===== src/rtl/flexicore8.sv =====
// flexicore8: single-cycle 8-bit accumulator CPU with a 7-bit PC and a Harvard program memory.
// The instruction on INSTR executes on every rising edge. r0 maps to IPORT on reads and to OPORT on writes.
module flexicore8 #(
  parameter int PC_LEN    = 7,
  parameter int DATA_LEN  = 8,
  parameter int INSTR_LEN = 8
) (
  input  logic                 CLK,
  input  logic                 RSTN,
  input  logic [DATA_LEN-2:0]  IPORT,
  input  logic [INSTR_LEN-1:0] INSTR,
  output logic [DATA_LEN-2:0]  OPORT,
  output logic [PC_LEN-1:0]    PC
);

  typedef enum logic [2:0] {
    OP_ADD = 3'd0,
    OP_SUB = 3'd1,
    OP_AND = 3'd2,
    OP_OR  = 3'd3,
    OP_XOR = 3'd4,
    OP_LD  = 3'd5,
    OP_ST  = 3'd6,
    OP_SHR = 3'd7
  } alu_op_t;

  logic [DATA_LEN-1:0] acc;
  logic [DATA_LEN-1:0] acc_nxt;
  logic [DATA_LEN-1:0] operand;
  logic [DATA_LEN-1:0] rf [1:7];
  logic [PC_LEN-1:0]   pc_nxt;
  logic [DATA_LEN-2:0] oport_nxt;
  logic                rf_we;
  alu_op_t             op;
  logic [2:0]          rsel;

  assign op   = alu_op_t'(INSTR[5:3]);
  assign rsel = INSTR[2:0];

  // r0 reads the input port directly; there is no input register.
  always_comb begin
    operand = {1'b0, IPORT};
    if (rsel != 3'd0) operand = rf[rsel];
  end

  always_comb begin
    pc_nxt    = PC + PC_LEN'(1);
    acc_nxt   = acc;
    oport_nxt = OPORT;
    rf_we     = 1'b0;
    if (INSTR[7]) begin
      if (acc[DATA_LEN-1]) pc_nxt = INSTR[PC_LEN-1:0];
    end else if (INSTR[6]) begin
      acc_nxt = {{(DATA_LEN-6){INSTR[5]}}, INSTR[5:0]};
    end else begin
      case (op)
        OP_ADD: acc_nxt = acc + operand;
        OP_SUB: acc_nxt = acc - operand;
        OP_AND: acc_nxt = acc & operand;
        OP_OR:  acc_nxt = acc | operand;
        OP_XOR: acc_nxt = acc ^ operand;
        OP_LD:  acc_nxt = operand;
        OP_ST: begin
          if (rsel == 3'd0) oport_nxt = acc[DATA_LEN-2:0];
          else              rf_we     = 1'b1;
        end
        OP_SHR: acc_nxt = {1'b0, acc[DATA_LEN-1:1]};
        default: acc_nxt = acc;
      endcase
    end
  end

  always_ff @(posedge CLK or negedge RSTN) begin
    if (!RSTN) begin
      PC    <= '0;
      acc   <= '0;
      OPORT <= '0;
      for (int i = 1; i <= 7; i++) rf[i] <= '0;
    end else begin
      PC    <= pc_nxt;
      acc   <= acc_nxt;
      OPORT <= oport_nxt;
      if (rf_we) rf[rsel] <= acc;
    end
  end

endmodule


===== config.mk =====
export PLATFORM = sky130hd
export DESIGN_NAME = flexicore8
export DESIGN_NICKNAME = d
export VERILOG_FILES = /design/src/rtl/flexicore8.sv
export SDC_FILE = /design/constraint.sdc
export NUM_CORES = 1
export LEC_CHECK = 0
export BUFFER_PORTS_ARGS = -buffer_cell sky130_fd_sc_hd__clkbuf_2
export CORE_AREA = 2 2 96 98
export CTS_BUF_LIST = sky130_fd_sc_hd__clkbuf_4
export CTS_CLUSTER_DIAMETER = 200
export DETAILED_ROUTE_END_ITERATION = 8
export DIE_AREA = 0 0 98 100
export PLACE_DENSITY = 0.79
export SYNTH_ARGS = -nofsm -noshare
export SYNTH_HDL_FRONTEND = slang
export SYNTH_SLANG_ARGS = --single-unit

===== constraint.sdc =====
create_clock -name CLK -period 6 [get_ports CLK]
set_clock_uncertainty 0.15 [all_clocks]
set_input_delay 0.3 -clock CLK [delete_from_list [all_inputs] [get_ports CLK]]
set_output_delay 0.3 -clock CLK [all_outputs]
set_load 0.1 [all_outputs]

==> results of run 1 <==
-- power by group through the flow --
stage	combinational (mW)	sequential (mW)	clock, mW
after global placement	0.588	0.674	0
after floorplan	0.301	0.845	0
final	0.607	0.668	0.315
after detailed placement	0.604	0.677	0
after global routing	0.658	0.681	0.343
after CTS	0.606	0.667	0.319
-- cell families (layout without fill, tap and decap cells) --
group,Yosys count,after routing,share of synthesized area
simple gates,126,126,0.127
flops,78,78,0.413
buf+inv,50,70,0.0561
mux,53,53,0.132
compound gates,121,121,0.170
xor+xnor,16,16,0.0325
fa+ha+maj,26,26,0.0704
-- worst paths after layout --
path	start	cells after the start	to
hold reg to reg	rf[13]	2	rf[13]
setup reg to reg	rf[17]	11	acc[7]
min in group asynchronous	RSTN	2	rf[34]
max in group asynchronous	RSTN	2	rf[7]
hold / removal	INSTR[7]	3	acc[7]
setup / recovery	INSTR[1]	14	acc[7]
-- flip-flops by register name, indices dropped and copies added (netlist names) --
name,cells
PC,7
rf,56
OPORT,7
acc,8
-- worst max-delay path, stage by stage --
cell      delay [ns]
clkbuf_2        0.61
or3_1           0.37
nor2_1          0.09
a31oi_2         0.32
inv_1           0.13
ha_1            0.28
o21ai_0         0.32
ha_1            0.30
nor2b_1         0.12
o21ai_0         0.22
a21oi_1         0.13
o41ai_1         0.28
xnor3_1         0.47
a221oi_2        0.23
-- placed cells by master, fill, tap and decap left out, types with 8 or more instances in the layout --
cell type  Yosys  routed
mux2i_1       13      13
nand2_1       55      55
dfrtp_1       78      78
nand2b_1       8       8
a21oi_1       22      22
clkbuf_2       0      29
inv_1         22      22
o21ai_0       51      51
ha_1          25      25
xnor2_1       11      11
clkbuf_4       0       9
nor2_1        29      29
mux2_2        36      36
-- area by class of cell --
type / instances / area, um2
fillers: 790 / 3900
multi-input cells: 342 / 2510
repair buffers: 31 / 163
clock buffers: 9 / 67.6
well taps: 111 / 139
clock inverters: 6 / 63.8
inverters: 24 / 95.1
flip-flops and latches: 78 / 1950
-- timing repair --
| action | 4_1_cts | 5_1_grt |
|---|---|---|
| endpoints found under the hold margin | 78 | 0 |
| hold buffers | 1 | 0 |
| endpoints found under the setup margin | 0 | 0 |
-- metal layers --
layer / up-vias / GRT usage
met5: - / 0
met4: 0 / 0.0748
met3: 14 / 0.0481
met2: 116 / 0.395
met1: 1852 / 0.340
li1: 1691 / -
==> results.ini, run 1 <==
[layout]
final_core_util = 0.562
final_cells = 601
final_nets = 529
syn2layout_area_growth_pct = 5.55
antenna_cells = 0
fin_area_um2 = 4990
drive_gt1_frac = 0.210

[drt]
drt-met1-wl_mm = 5.21
drc = 0
wl_met3_um = 592
routed-wl-met2_mm = 5.37
firstDrtPassIters = 5
dr.max_layer_used = met4
drtAntennaViolNets = 0
routed-via-count = 3673
vias_per_cell = 6.11
drt_iter0_drc = 267
wl_mm = 11.3
wl_per_cell_um = 18.9

[logic_synthesis]
synth_flop_cell = dfrtp_1
synth_area_um2 = 4730
ys_top_cells_by_count = dfrtp_1, nand2_1, o21ai_0, mux2_2, nor2_1
seq_area_frac_synth = 0.413
ys_seq_elements = 78
synth-edff-count = 0
yosysTopAreaCell = dfrtp_1
async_flop_share = 1.00
synthTopCellsByArea = dfrtp_1, mux2_2, ha_1, o21ai_0, nand2_1
yosysMostFrequentCell = dfrtp_1
synthCells = 470
mappedNetlistNets = 513
ys_types = 63
synth_top_area_frac = 0.413
ys_warn_count = 0
syn_avg_cell_area_um2 = 10.1

[setup_path]
crit_arrival_ns = 4.16
cp_data_required_time_ns = 6.21
crit_path_start_kind = primary input
end_kind = register
crit_type = in2reg
cp_max_fo = 33
ff2ff_setup_slack_ns = 2.11

[placement]
dpl.cell_count = 585
dp_hpwl_mm = 8.05
place_congestion = 0.958
dpl_worst_slack_ns = 1.63
port_buffers = 30
dpl-instance-area_um2 = 4850

[clock_network]
cts_resized = 0
post_cts_buffers = 0
worstSkewPairLatency_ns = 0.44
cts.path.max_buffers = 2
cts-root-buf = clkbuf_4
htreeDepth = 3
path_clk_slew_ns = 0.12
numCtsBuffers = 9
tritoncts = built
numClockSinks = 78

[die]
fp.dieH_um = 100
start_util = 0.532
core.rowCount = 35
boundaryPins = 31
core_area_um2 = 8890
die_x_um = 98
die-area_um2 = 9800

[pwr]
power_frac_seq = 0.420
powerDensity_nw_per_um2 = 318
power_frac_clock = 0.198
comb_power_share = 0.382
internal_power_mw = 0.907
ir_drop_v = 0.000157
p_switching_mw = 0.683
leakagePower_nw = 2.35
power_mw = 1.59
netSwitchingFraction = 0.430

[sta]
rsz0062_at_grt = no
tightest_slew_ns = 1.00
hold_ws_ns = 0.148
setup_violations = 0
hold_viol = 0
finalMaxSlewViolations = 0
fmaxAchievable_mhz = 253
setup_slack_ns = 2.05
period_minus_slack_ns = 3.95
period_share = 0.659
slew_headroom = 0.333
setup_tns_ns = 0

[global_route]
grt_max_degree = 79
grtUsageTotal = 0.246
antenna_found_initial = 0
gr-total-overflow = 0
grt_pass1_vias = 3619
grt_pass1_wl_mm = 19.0

[status]
status = finished, final reports clean

[hold_path]
hold_path_class = in2reg

[job]
cap_violations = 0

Note: power is estimated with default switching activity, not from simulation.
==> inputs of run 2 (changes only) <==
clock period = 3.65 ns   (was 6 ns; I/O delays follow)
==> results.ini, run 2 (synthesized netlist as in run 1, its figures left out) <==
[hold_path]
min_to = acc[7]
hp-start = INSTR[7]
hold_path_class = in2reg
hold_path_depth = 3

[layout]
final_common_cell = dfrtp_1
syn2layout_area_growth_pct = 10.1
final_cell_mix = dfrtp_1, nand2_1, o21ai_0
largest_reg_flops = 56
antenna_cells = 0
top_register = rf
drive_gt1_frac = 0.242
top_regs = rf x56, acc x8
final_nets = 547

[setup_path]
cpMaxStageDelayCell = mux4_2
end_kind = register
reg2regPathDepth = 13
crit_arrival_ns = 3.69
timing.critical_path.buf_inv = 2
crit_path_start_kind = register
r2r-start = rf[1]
critical-path-max-stage-delay_ns = 0.50
cp_data_required_time_ns = 3.86
cpLargestDelayFamily = compound AO/OA/AOI/OAI gates
path_common_cell = a21oi_1
ff2ff_setup_slack_ns = 0.17
crit_type = reg2reg
crit_chain = mux4_2, mux2i_2, buf_4, inv_2, nor2_2, a21oi_1, xnor2_1, ha_1, o21ai_0, a21oi_1, o41ai_2, xnor3_1, a221oi_2
worst_r2r_endpoint = acc[7]
cp_max_fo = 4

[sta]
slew_headroom = 0.349
hold_ws_ns = 0.0337
setup_tns_ns = 0
rsz0062_at_grt = no
setup_violations = 0
finalMaxSlewViolations = 0
period_share = 0.952
tightest_slew_ns = 0.977
fmaxAchievable_mhz = 288
period_minus_slack_ns = 3.48
hold_viol = 0

[clock_network]
cts-root-buf = clkbuf_4
numClockSinks = 78
numCtsBuffers = 9
path_clk_slew_ns = 0.13
cts.path.max_buffers = 2
htreeDepth = 3
tritoncts = built
worstSkewPairLatency_ns = 0.44

[pwr]
leakagePower_nw = 2.47
ir_drop_v = 0.000261
powerDensity_nw_per_um2 = 537

[status]
status = finished, final reports clean

[drt]
wl_per_cell_um = 18.7
firstDrtPassIters = 5
routed-via-count = 3800
drtAntennaViolNets = 0
drc = 0
vias_per_cell = 6.13
wl_mm = 11.6
drt_iter0_drc = 294

[die]
fp.dieH_um = 100
die_x_um = 98
die-area_um2 = 9800
core_area_um2 = 8890
boundaryPins = 31
core.rowCount = 35
start_util = 0.532

[placement]
place_congestion = 0.935
port_buffers = 30
dp_hpwl_mm = 8.37

[job]
cap_violations = 0

[global_route]
antenna_found_initial = 0
grt_max_degree = 79
grtUsageTotal = 0.249
grt_pass1_wl_mm = 19.2
gr-total-overflow = 0
grt_pass1_vias = 3803

==> run 2: cell type report <==
cell class	count	area [um2]
Multi-Input combinational cell	342	2520
Clock buffer	10	75.1
Clock inverter	6	110
Fill cell	757	3680
Sequential cell	78	1950
Tap cell	111	139
Timing Repair Buffer	49	310
Inverter	24	95.1
==> run 2: worst min-delay path, cell delays in order <==
cell,delay (ns)
clkbuf_2,0.12
nor3_1,0.21
a221oi_2,0.08
==> run 2: how the worst max path moves through the flow <==
stage          slack [ns]  cells after the start      to      from
2_1_floorplan        0.14                     12  acc[7]  INSTR[2]
3_3_place_gp         0.13                     15  acc[7]  INSTR[0]
3_5_place_dp         0.09                     12  acc[7]  INSTR[0]
4_1_cts               0.1                     11  acc[7]     rf[1]
5_1_grt              0.01                     13  acc[7]     rf[1]
6_report             0.17                     13  acc[7]     rf[1]
==> run 2: timing repair <==
item | in CTS | in global routing
hold buffers | 1 | 0
buffers inserted | 0 | 0
resized for setup | 0 | 4
endpoints found under the hold margin | 78 | 0
setup endpoints to repair | 0 | 2
==> run 2: through the flow <==
stage / cell area (um2) / util / instances / worst slack, ns / total power, mW
2_1_floorplan: 4730 / - / 470 / 0.138 / 1.89
3_3_place_gp: 5000 / 0.562 / 603 / 0.128 / 2.09
3_5_place_dp: 5000 / 0.562 / 603 / 0.0912 / 2.12
4_1_cts: 5190 / 0.584 / 620 / 0.0995 / 2.78
5_1_grt: 5210 / 0.586 / 620 / 0.0132 / 2.94
6_report: 5210 / 0.586 / 620 / 0.175 / 2.80
==> run 2: metal layers <==
metal  wire (um)  vias to the layer above  share of wire  GRT usage
met5           0                        -              0          0
met4         258                        0          0.022     0.0972
met3         867                       30          0.075     0.0313
met2        5560                      162           0.48      0.410
met1        4900                     1868           0.42      0.338
li1            -                     1740              -          -
==> run 2: power by group <==
group / switching (mW) / internal, mW / total, mW / leakage, nW
logic: 0.692 / 0.330 / 1.02 / 1.33
clock network: 0.319 / 0.353 / 0.672 / 0.0942
registers: 0.125 / 0.977 / 1.10 / 1.04
